### config.mk
export PLATFORM = sky130hd
export DESIGN_NAME = activations_writeback_flat
export DESIGN_NICKNAME = d
export VERILOG_FILES = /design/src/rtl/activations_writeback_if.sv /design/src/rtl/activations_writeback.sv /design/src/flat_wrapper.sv
export SDC_FILE = /design/constraint.sdc
export NUM_CORES = 1
export LEC_CHECK = 0
export ABC_AREA = 1
export BUFFER_PORTS_ARGS = -buffer_cell sky130_fd_sc_hd__buf_2
export CAP_MARGIN = 20
export CORE_MARGIN = 5
export CORE_UTILIZATION = 60
export CTS_BUF_LIST = sky130_fd_sc_hd__clkbuf_16
export DETAILED_ROUTE_END_ITERATION = 6
export HOLD_SLACK_MARGIN = 0.12
export PLACE_DENSITY = 0.82
export RECOVER_POWER = 50
export SYNTH_ARGS = -nofsm -noshare
export SYNTH_HDL_FRONTEND = slang
export SYNTH_SLANG_ARGS = --single-unit
### constraint.sdc
create_clock -name clk -period 3.4 [get_ports clk]
set_input_delay 0.68 -clock clk [delete_from_list [all_inputs] [get_ports clk]]
set_output_delay 0.68 -clock clk [all_outputs]
set_load 0.005 [all_outputs]
### src/rtl/activations_writeback_if.sv
// Activation BRAM write-port bus: the write-back block drives it as master, the
// memory (or a bench monitor) observes it as slave.
interface activations_writeback_if #(
  parameter int ADDR_W = 11,
  parameter int DATA_W = 16
);
  logic              mem_en;
  logic              mem_we;
  logic [ADDR_W-1:0] mem_addr;
  logic [DATA_W-1:0] mem_din;

  modport master (output mem_en, mem_we, mem_addr, mem_din);
  modport slave  (input  mem_en, mem_we, mem_addr, mem_din);
endinterface

### src/rtl/activations_writeback.sv
// Packs the binarized activation bit stream LSB-first into DATA_W-bit words and
// writes them to consecutive BRAM addresses. Optional: ACTWB_OVERFLOW_EN adds a sticky stray-beat flag.
module activations_writeback #(
  parameter int ADDR_W = 11,
  parameter int DATA_W = 16,
  parameter int CNT_W  = 6
) (
  input  logic                   clk,
  input  logic                   reset,
  input  logic                   start,
  input  logic [ADDR_W-1:0]      addr_start,
  input  logic [CNT_W-1:0]       batch,
  input  logic                   act_bit,
  input  logic                   act_bit_valid,
  input  logic                   act_last,
  activations_writeback_if.master mem,
  output logic                   busy,
  output logic                   done
`ifdef ACTWB_OVERFLOW_EN
  ,
  output logic                   overflow
`endif
);

  localparam int BIT_W = (DATA_W > 1) ? $clog2(DATA_W) : 1;

  typedef enum logic {IDLE, PACKING} state_t;

  state_t             state_reg, state_next;
  logic [DATA_W-1:0]  pack_reg, pack_next;
  logic [BIT_W-1:0]   bit_cnt_reg;
  logic [CNT_W-1:0]   word_cnt_reg;
  logic [CNT_W-1:0]   nwords_reg;
  logic [ADDR_W-1:0]  base_reg;
  logic               mem_en_reg;
  logic [ADDR_W-1:0]  mem_addr_reg;
  logic [DATA_W-1:0]  mem_din_reg;
  logic               done_reg;

  logic beat, word_done, burst_end, start_accept;

  assign start_accept = (state_reg == IDLE) && start;
  assign beat         = (state_reg == PACKING) && act_bit_valid;
  assign word_done    = beat && ((bit_cnt_reg == BIT_W'(DATA_W - 1)) || act_last);
  assign burst_end    = word_done && ((word_cnt_reg == nwords_reg) || act_last);

  // Pack register with the current beat merged in at bit_cnt; this is also the
  // word written out when the beat completes it.
  generate
    for (genvar gi = 0; gi < DATA_W; gi++) begin : g_pack
      assign pack_next[gi] = (bit_cnt_reg == BIT_W'(gi)) ? act_bit : pack_reg[gi];
    end
  endgenerate

  always_ff @(posedge clk) begin
    if (reset) state_reg <= IDLE;
    else       state_reg <= state_next;
  end

  always_comb begin
    state_next = state_reg;
    case (state_reg)
      IDLE:    if (start)     state_next = PACKING;
      PACKING: if (burst_end) state_next = IDLE;
      default:                state_next = IDLE;
    endcase
  end

  always_comb begin
    busy = (state_reg == PACKING);
    done = done_reg;
  end

  always_ff @(posedge clk) begin
    if (reset) begin
      pack_reg     <= '0;
      bit_cnt_reg  <= '0;
      word_cnt_reg <= '0;
      nwords_reg   <= '0;
      base_reg     <= '0;
      mem_en_reg   <= 1'b0;
      mem_addr_reg <= '0;
      mem_din_reg  <= '0;
      done_reg     <= 1'b0;
    end else begin
      mem_en_reg <= word_done;
      done_reg   <= burst_end;
      if (word_done) begin
        mem_addr_reg <= base_reg + ADDR_W'(word_cnt_reg);
        mem_din_reg  <= pack_next;
      end
      if (start_accept) begin
        base_reg     <= addr_start;
        nwords_reg   <= batch;
        pack_reg     <= '0;
        bit_cnt_reg  <= '0;
        word_cnt_reg <= '0;
      end else if (word_done) begin
        pack_reg    <= '0;
        bit_cnt_reg <= '0;
        // Hold at the final index so a full-size batch never wraps the counter.
        if (!burst_end) word_cnt_reg <= word_cnt_reg + 1'b1;
      end else if (beat) begin
        pack_reg    <= pack_next;
        bit_cnt_reg <= bit_cnt_reg + 1'b1;
      end
    end
  end

`ifdef ACTWB_OVERFLOW_EN
  logic overflow_reg;

  // Beats arriving with no burst open (including the done cycle) are lost.
  always_ff @(posedge clk) begin
    if (reset)                                overflow_reg <= 1'b0;
    else if (state_reg == IDLE && act_bit_valid) overflow_reg <= 1'b1;
  end

  assign overflow = overflow_reg;
`endif

  assign mem.mem_en   = mem_en_reg;
  assign mem.mem_we   = mem_en_reg;
  assign mem.mem_addr = mem_addr_reg;
  assign mem.mem_din  = mem_din_reg;

endmodule

### src/flat_wrapper.sv
// flat-port wrapper written by rule: the top's interface ports become plain ports
module activations_writeback_flat 
#(
  parameter int ADDR_W = 11,
  parameter int DATA_W = 16,
  parameter int CNT_W  = 6
)
  (clk, reset, start, addr_start, batch, act_bit, act_bit_valid, act_last, busy, done, mem_mem_en, mem_mem_we, mem_mem_addr, mem_mem_din);
  activations_writeback_if #(.ADDR_W(ADDR_W), .DATA_W(DATA_W)) mem_i ();
  input  logic clk;
  input  logic reset;
  input  logic start;
  input  logic [ADDR_W-1:0] addr_start;
  input  logic [CNT_W-1:0] batch;
  input  logic act_bit;
  input  logic act_bit_valid;
  input  logic act_last;
  output logic busy;
  output logic done;
  output wire logic [$bits(mem_i.mem_en)-1:0] mem_mem_en;
  output wire logic [$bits(mem_i.mem_we)-1:0] mem_mem_we;
  output wire logic [$bits(mem_i.mem_addr)-1:0] mem_mem_addr;
  output wire logic [$bits(mem_i.mem_din)-1:0] mem_mem_din;
  assign mem_mem_en = mem_i.mem_en;
  assign mem_mem_we = mem_i.mem_we;
  assign mem_mem_addr = mem_i.mem_addr;
  assign mem_mem_din = mem_i.mem_din;
  activations_writeback #(.ADDR_W(ADDR_W), .DATA_W(DATA_W), .CNT_W(CNT_W)) u_core (.clk(clk), .reset(reset), .start(start), .addr_start(addr_start), .batch(batch), .act_bit(act_bit), .act_bit_valid(act_bit_valid), .act_last(act_last), .mem(mem_i), .busy(busy), .done(done));
endmodule
; ---- Word level (Yosys, flattened, before mapping)
; Cells that the tools add are included.
[totals]
regBits = 73
input_bits = 23
out_inout_bits = 31
wordCells = 60
[classes]
add_sub_neg = 3
n_eq_ne = 16
n_mux = 19
bitwise = 2
reduce_logical = 10
[ops]
columns = cell, n
row1 = $eq 4x4->1 const B, 8
row2 = $mux 1, 18
row3 = $eq 4x3->1 const B, 4
row4 = $add 11x6->11, 1
row5 = $eq 4x2->1 const B, 2
row6 = $add 6x1->6 const B, 1
row7 = $eq 6x6->1, 1
row8 = $add 4x1->4 const B, 1
row9 = $eq 4x1->1 const B, 1
row10 = $logic_and 1x1->1, 4
row11 = $logic_not 4->1, 1
row12 = $reduce_or 3->1, 1
row13 = $logic_or 1x1->1, 2
row14 = $not 1->1, 2
row15 = $pmux 1 s2, 1
row16 = $reduce_and 2->1, 1
row17 = $reduce_or 2->1, 1

; ---- Logic depth before layout (Yosys ltp)
; Gate-level depths: netlist of the first run.
[logic_depth]
word_depth = 6
depth_mapped = 11
ltp_nobuf = 11

; ---- Worst setup path after synthesis of the first run
; OpenSTA, ideal clock, no wires.
[synth_path]
path_kind = flip-flop to flip-flop
startpoint = register u_core.word_cnt_reg[0]
endpoint = register u_core.mem_addr_reg[6] (netlist: u_core.mem.mem_addr[6])
setup_time_ns = 0.113
arrival_time_ns = 1.551
t_required_ns = 3.287
path_slack_ns = 1.736
path_stages_with_launch = 9
path_buffers = 0
period_less_slack_ns = 1.664
cell_sequence = dfxtp_1 ha_1 fa_1 nand3_1 nand3_1 a21oi_1 nor2_1 o21ai_1 inv_1
[synth_between]
elab_chain_cells = 1
[synth_rtl]
columns = item, line_no
row1 = from (decl), activations_writeback.sv:32  ; logic [CNT_W-1:0] word_cnt_reg;
row2 = from (signal assigned), activations_writeback.sv:102  ; if (!burst_end) word_cnt_reg <= word_cnt_reg + 1'b1;
row3 = $add 11x6->11, activations_writeback.sv:89  ; mem_addr_reg <= base_reg + ADDR_W'(word_cnt_reg);
row4 = to (signal assigned), activations_writeback.sv:89
row5 = to (decl), activations_writeback.sv:36  ; logic [ADDR_W-1:0] mem_addr_reg;
; Every way passes these cells.
; A chain may end at the register's enable or synchronous reset.

; ---- Final worst setup path of the first run
[layout_path]
startpoint = register u_core.bit_cnt_reg[0]
endpoint = register u_core.mem_din_reg[15] (netlist: u_core.mem.mem_din[15])
[layout_between]
elab_chain_cells = 3
word_cells_on_any_way = 4
classes_between = eq/ne: 1 / mux: 1 / reduce/logical: 2
[layout_rtl]
columns = item, line_no
row1 = from (decl), activations_writeback.sv:31  ; logic [BIT_W-1:0] bit_cnt_reg;
row2 = from (signal assigned), activations_writeback.sv:105  ; bit_cnt_reg <= bit_cnt_reg + 1'b1;
row3 = $eq 4x4->1 *, "activations_writeback.sv:44, activations_writeback.sv:51"
row4 = $logic_or 1x1->1, activations_writeback.sv:44  ; assign word_done = beat && ((bit_cnt_reg == BIT_W'(DATA_W - 1)) || act_last);
row5 = $logic_and 1x1->1, activations_writeback.sv:44
row6 = to (signal assigned), activations_writeback.sv:90  ; mem_din_reg <= pack_next;
row7 = to (decl), activations_writeback.sv:37  ; logic [DATA_W-1:0] mem_din_reg;
; Every way passes the cells marked *; elsewhere a longest branch is shown, timed or not.

==> results of run 1 <==
==> routing by layer <==
| metal | vias to the layer above | global-route usage (%) | routed length [um] |
|---|---|---|---|
| met3 | 15 | 6.94 | 463 |
| met5 | - | 0 | 0 |
| met2 | 99 | 42.7 | 4230 |
| li1 | 1688 | - | - |
| met1 | 1523 | 27.3 | 3430 |
| met4 | 0 | 10.2 | 158 |
==> worst max path at each step <==
stage | slack, ns | from | to | depth (start not counted)
finish | 0.99 | u_core.bit_cnt_reg[0]$_SDFFE_PP0P_ | u_core.mem.mem_din[15]$_SDFFE_PP0P_ | 7
global route | 0.76 | u_core.bit_cnt_reg[1]$_SDFFE_PP0P_ | u_core.mem.mem_din[15]$_SDFFE_PP0P_ | 7
CTS | 1.47 | u_core.word_cnt_reg[0]$_SDFFE_PP0P_ | u_core.mem.mem_addr[8]$_SDFFE_PP0P_ | 10
detailed placement | 1.20 | act_bit_valid | u_core.bit_cnt_reg[3]$_SDFFE_PP0P_ | 7
global placement | 1.24 | act_bit_valid | u_core.bit_cnt_reg[3]$_SDFFE_PP0P_ | 7
floorplan | 1.74 | u_core.word_cnt_reg[0]$_SDFFE_PP0P_ | u_core.mem.mem_addr[6]$_SDFFE_PP0P_ | 8
==> power groups by stage <==
| stage | clock network [mW] | registers (mW) | logic (mW) |
|---|---|---|---|
| 4_1_cts | 0.969 | 0.906 | 0.162 |
| 3_3_place_gp | 0 | 0.923 | 0.156 |
| 2_1_floorplan | 0 | 0.920 | 0.113 |
| 3_5_place_dp | 0 | 0.924 | 0.160 |
| 6_report | 0.953 | 0.906 | 0.157 |
| 5_1_grt | 1.01 | 0.909 | 0.179 |
==> worst max-delay path, cell delays in order, from the launching register on <==
cell	delay [ns]
dfxtp_1	0.40
ha_1	0.26
nand3_1	0.17
a21oi_1	0.33
inv_4	0.17
nor2_1	0.71
inv_4	0.13
o21ai_2	0.17
==> cell families (layout without fill, tap and decap cells) <==
logic type,after synthesis,after routing,synth area share (%)
simple gates,233,233,28.0
compound gates,100,100,15.5
flops,73,73,41.9
buf+inv,64,118,8.07
fa+ha+maj,12,12,4.52
xor+xnor,8,8,2.01
==> synth_stat cells <==
| cell | n |
|---|---|
| nand2_1 | 110 |
| dfxtp_1 | 73 |
| nor2_1 | 69 |
| a21oi_1 | 45 |
| nand3_1 | 41 |
| inv_1 | 39 |
| o21ai_0 | 32 |
| o21ai_1 | 13 |
| ha_1 | 11 |
| clkbuf_1 | 8 |
| nand4_1 | 8 |
| xor2_1 | 7 |
| o21ai_2 | 6 |
| buf_2 | 4 |
| buf_6 | 3 |
| buf_4 | 2 |
| clkinv_1 | 2 |
| inv_2 | 2 |
| inv_4 | 2 |
| nand3_2 | 2 |
| a211oi_1 | 1 |
| a21o_1 | 1 |
| a21oi_4 | 1 |
| a31oi_1 | 1 |
| buf_1 | 1 |
| clkbuf_2 | 1 |
| fa_1 | 1 |
| nand2_2 | 1 |
| nor2_8 | 1 |
| nor3_1 | 1 |
| xnor2_1 | 1 |
==> area by class of cell <==
cell class	instances	area [um2]	share of cell area (%)
multi-input cells	353	1710	42.7
flip-flops and latches	73	1460	36.4
repair buffers	57	269	6.71
clock buffers	9	225	5.61
inverters	45	174	4.34
well taps	72	90.1	2.25
clock inverters	7	77.6	1.93
==> results.toml, run 1 <==
[power]
switching_share_pct = 25.0
switchingPower_mw = 0.504
comb_power_share_pct = 7.8
power.density_nw_per_um2 = 502
power.total_mw = 2.02
share_seq_of_total_power_pct = 45.0
p_int_mw = 1.51
ir_drop_mv = 0.396
clock_power_share_pct = 47.3
p_leak_nw = 1.83

[placement]
pre_cts_ws_ns = 1.20
place_hpwl_um = 5610
placedCellCount = 600
gp_congestion = 0.848
numPortBuffers = 53
post_dp_cell_area_um2 = 3770

[timing]
slew_violations = 0
finalCriticalPeriod_ns = 2.41
setup_viol = 0
final.setup.tns_ns = 0
setup_ws_ns = 0.994
period_share_pct = 70.8
worst_slew_pin_slew_ns = 1.11
fmaxAchievable_ghz = 0.416
rsz0062_at_grt = "no"
hold_violations = 0
slew_headroom_pct = 26.3
skew_ns = 0.00541
whs_ns = 0.469

[yosys]
ys_top_cells_by_area = "dfxtp_1 (42%), nand2_1 (12%), nor2_1 (7.4%)"
synth_seq_area_share_pct = 41.9
ys_ff_latch = 73
synth_nets = 525
ys_warn_count = 0
syn_avg_cell_area_um2 = 7.12
synth_cell_types = 31
yosysTopAreaCell = "dfxtp_1"
synthCells = 490
netlist_area_um2 = 3490
synth_top_area_share_pct = 41.9

[setup_path]
crit_arrival_ns = 2.67
crit_fanout = 22
worstPathRequired_ns = 3.67
worstSetupStartpointType = "flop"
criticalPathCategory = "flop to flop"
reg2reg_from = "u_core.bit_cnt_reg[0]$_SDFFE_PP0P_"
reg2reg_to = "u_core.mem.mem_din[15]$_SDFFE_PP0P_"
ff2ff_path_depth = 7
rrSetupSlack_ns = 0.99
end_kind = "flop"

[cells_and_area]
drive_gt1_share_pct = 12.5
fin_nets = 574
final_common_cell = "nand2_1"
layout_common_cells = "nand2_1 (110), dfxtp_1 (73), nor2_1 (70)"
num_antenna_cells = 0
area_growth_syn_to_layout_pct = 15.0
fill_cells = 472
stdcell_count = 616
utilization_pct = 72.0
fin_area_um2 = 4010

[global_routing]
grt_pass1_vias = 3292
antenna_found_initial = 0
grt_overflow = 0
grt_use_total_pct = 24.2
grt_max_degree = 29
grt_pass1_wl_um = 14400

[floorplanning]
ios = 54
fp.dieH_um = 86.3
start_util_pct = 62.6
dieWidth_um = 86.3
core_um2 = 5570
die-area_um2 = 7440
rows = 27

[job]
drv_cap = 0

[drt]
vias = 3325
dr.first_iter.drc_count = 221
routed_wl_um = 8280
first_pass_iters = 5
drc_errors = 0
wl_per_cell_um = 13.4
ant_nets = 0
viasPerCell = 5.40

[clock_tree]
cts_tree = "yes"
postCtsSetupBuffers = 0
clock_sinks = 73
post_cts_resized = 0
path_clk_slew_ns = 0.06
clock_latency_ns = 0.34
cts_buffer_depth = 2
htree_num_levels = 3
cts-hold-fix-buffers = 0
clockRootBuffer = "clkbuf_16"
numCtsBuffers = 9

[min_path]
min_path_cells = 2
hp-class = "flop to flop"
whs_endpoint = "u_core.mem.mem_din[10]$_SDFFE_PP0P_"
hp-start = "u_core.mem.mem_din[10]$_SDFFE_PP0P_"

[status]
outcome = "completed"
(Power assumes the default switching activity.)
==> run 2: changes to the inputs <==
--- a/config.mk
+++ b/config.mk
@@ -9,11 +9,11 @@
 export BUFFER_PORTS_ARGS = -buffer_cell sky130_fd_sc_hd__buf_2
 export CAP_MARGIN = 20
 export CORE_MARGIN = 5
-export CORE_UTILIZATION = 60
+export CORE_UTILIZATION = 51
 export CTS_BUF_LIST = sky130_fd_sc_hd__clkbuf_16
 export DETAILED_ROUTE_END_ITERATION = 6
 export HOLD_SLACK_MARGIN = 0.12
-export PLACE_DENSITY = 0.82
+export PLACE_DENSITY = 0.74
 export RECOVER_POWER = 50
 export SYNTH_ARGS = -nofsm -noshare
 export SYNTH_HDL_FRONTEND = slang
==> constraint.sdc (replaced) <==
create_clock -name clk -period 2.05 [get_ports clk]
set_input_delay 0.41 -clock clk [delete_from_list [all_inputs] [get_ports clk]]
set_output_delay 0.41 -clock clk [all_outputs]
set_load 0.005 [all_outputs]
==> results.toml, run 2 (synthesis gave the netlist of run 1 again) <==
[cells_and_area]
num_antenna_cells = 0
fin_area_um2 = 4070
fill_cells = 621
drive_gt1_share_pct = 13.1
multi_input_area_um2 = 1740
final_common_cell = "nand2_1"
area_growth_syn_to_layout_pct = 16.5
layout_common_cells = "nand2_1 (110), dfxtp_1 (73), nor2_1 (68)"
fin_nets = 580
final-seq-area_um2 = 1460

[timing]
skew_ns = 0.00665
setup_viol = 0
setup_ws_ns = 0.168
finalCriticalPeriod_ns = 1.88
rsz0062_at_grt = "no"
hold_violations = 0
worst_slew_pin_slew_ns = 0.635
slew_headroom_pct = 57.7
fmaxAchievable_ghz = 0.531
final.setup.tns_ns = 0
slew_violations = 0
period_share_pct = 91.8

[placement]
place_hpwl_um = 5820
numPortBuffers = 53
gp_congestion = 0.849
post_dp_cell_area_um2 = 3830
pre_cts_ws_ns = 0.000192

[drt]
first_pass_iters = 4
wl_per_cell_um = 13.3
ant_nets = 0
drc_errors = 0
vias = 3250
routed_wl_um = 8390
dr.first_iter.drc_count = 95
viasPerCell = 5.16

[setup_path]
end_kind = "flop"
max_stage_delay_ns = 0.43
crit_arrival_ns = 2.11
critPathTopFamily = "adder cells"
reg2reg_from = "u_core.word_cnt_reg[0]$_SDFFE_PP0P_"
critPathBufInv = 1
rrSetupSlack_ns = 0.17
path_cells = "ha_1 > fa_1 > nand3_1 > nand3_1 > nand3_1 > nand2_1 > nand2_1 > nand2_1 > o21ai_1 > inv_1"
worstSetupStartpointType = "flop"
worstPathRequired_ns = 2.27
reg2reg_to = "u_core.mem.mem_addr[8]$_SDFFE_PP0P_"
cpMaxStageDelayCell = "fa_1"
crit_fanout = 7
ff2ff_path_depth = 10
criticalPathCategory = "flop to flop"

[global_routing]
grt_use_total_pct = 20.4
use_met2_pct = 35.7
top_usage_layer = "met2"
met3_usage_pct = 6.01
antenna_found_initial = 0
grtUsageMet1_pct = 23.5
grt_max_degree = 31
grt_overflow = 0
grt_pass1_vias = 3179
grt_pass1_wl_um = 14200

[floorplanning]
rows = 30
start_util_pct = 51.9
dieWidth_um = 92.7
ios = 54
fp.dieH_um = 92.7
core_um2 = 6720
die-area_um2 = 8600

[clock_tree]
numCtsBuffers = 9
htree_num_levels = 3
clock_sinks = 73
cts-hold-fix-buffers = 0
clock_latency_ns = 0.33
cts_buffer_depth = 2
clockRootBuffer = "clkbuf_16"
path_clk_slew_ns = 0.06
cts_tree = "yes"

[power]
power.density_nw_per_um2 = 776
clock_power_share_pct = 43.5
share_seq_of_total_power_pct = 47.7
p_int_mw = 2.36
switchingPower_mw = 0.793
ir_drop_mv = 0.500
switching_share_pct = 25.2
p_leak_nw = 1.85
comb_power_share_pct = 8.8

[job]
drv_cap = 0

[min_path]
whs_endpoint = "u_core.base_reg[6]$_SDFFE_PP0P_"
hp-class = "primary input to flop"
min_path_cells = 3
hp-start = "addr_start[6]"

[status]
outcome = "completed"
run 2: changes by cell type in the layout (fill, tap and decap cells not counted), sizes merged:
cell      before  now
clkinvlp       1    2
clkinv         5    7
inv           45   44
clkbuf        25   27
bufinv         1    0
buf           41   44
run 2: worst max path at each step:
stage                                        start                             endpoint  cells past startpoint
6_report       u_core.word_cnt_reg[0]$_SDFFE_PP0P_  u_core.mem.mem_addr[8]$_SDFFE_PP0P_                     10
2_1_floorplan  u_core.word_cnt_reg[0]$_SDFFE_PP0P_  u_core.mem.mem_addr[6]$_SDFFE_PP0P_                      8
4_1_cts                     u_core.busy$_SDFF_PP0_    u_core.nwords_reg[3]$_SDFFE_PP0P_                      4
3_5_place_dp                                 start    u_core.nwords_reg[3]$_SDFFE_PP0P_                      6
3_3_place_gp                                 start    u_core.nwords_reg[4]$_SDFFE_PP0P_                      6
5_1_grt        u_core.word_cnt_reg[0]$_SDFFE_PP0P_  u_core.mem.mem_addr[8]$_SDFFE_PP0P_                     10
run 2: power groups by stage:
stage	Clock, mW	Sequential [mW]	Combinational (mW)
after floorplan	0	1.53	0.188
after global placement	0	1.53	0.268
after detailed placement	0	1.53	0.274
after CTS	1.39	1.50	0.277
after global routing	1.46	1.51	0.317
final	1.37	1.50	0.279
run 2: stage by stage:
stage               hold slack, ns  utilization [%]  power (mW)  std cells
CTS                          0.294             60.8        3.17        629
global placement             0.451             57.0        1.80        613
global route                 0.309             60.5        3.28        630
floorplan                    0.444                -        1.71        490
finish                       0.301             60.5        3.15        630
detailed placement           0.460             57.0        1.81        613
run 2: worst register-to-register path, cell delays in order, from the launching register on:
cell,delay (ns)
dfxtp_1,0.38
ha_1,0.26
fa_1,0.43
nand3_1,0.11
nand3_1,0.13
nand3_1,0.10
nand2_1,0.07
nand2_1,0.06
nand2_1,0.04
o21ai_1,0.13
inv_1,0.05
run 2: layout make-up:
class	instances	area share, %
Tap cell	80	2.46
Multi-Input combinational cell	353	42.9
Inverter	45	4.37
Timing Repair inverter	1	0.185
Timing Repair Buffer	62	7.85
Sequential cell	73	35.9
Clock buffer	9	5.54
Clock inverter	7	0.739
run 2: per-layer routing:
metal	share of wire (%)	wire length, um
met5	0	0
met2	50	4210
met1	42	3560
met4	1.3	108
met3	6.1	509
run 2: timing repair:
| item | 4_1_cts | 5_1_grt |
|---|---|---|
| gates resized for setup | 0 | 3 |
| buffers inserted | 0 | 0 |
| setup endpoints to repair | 0 | 8 |
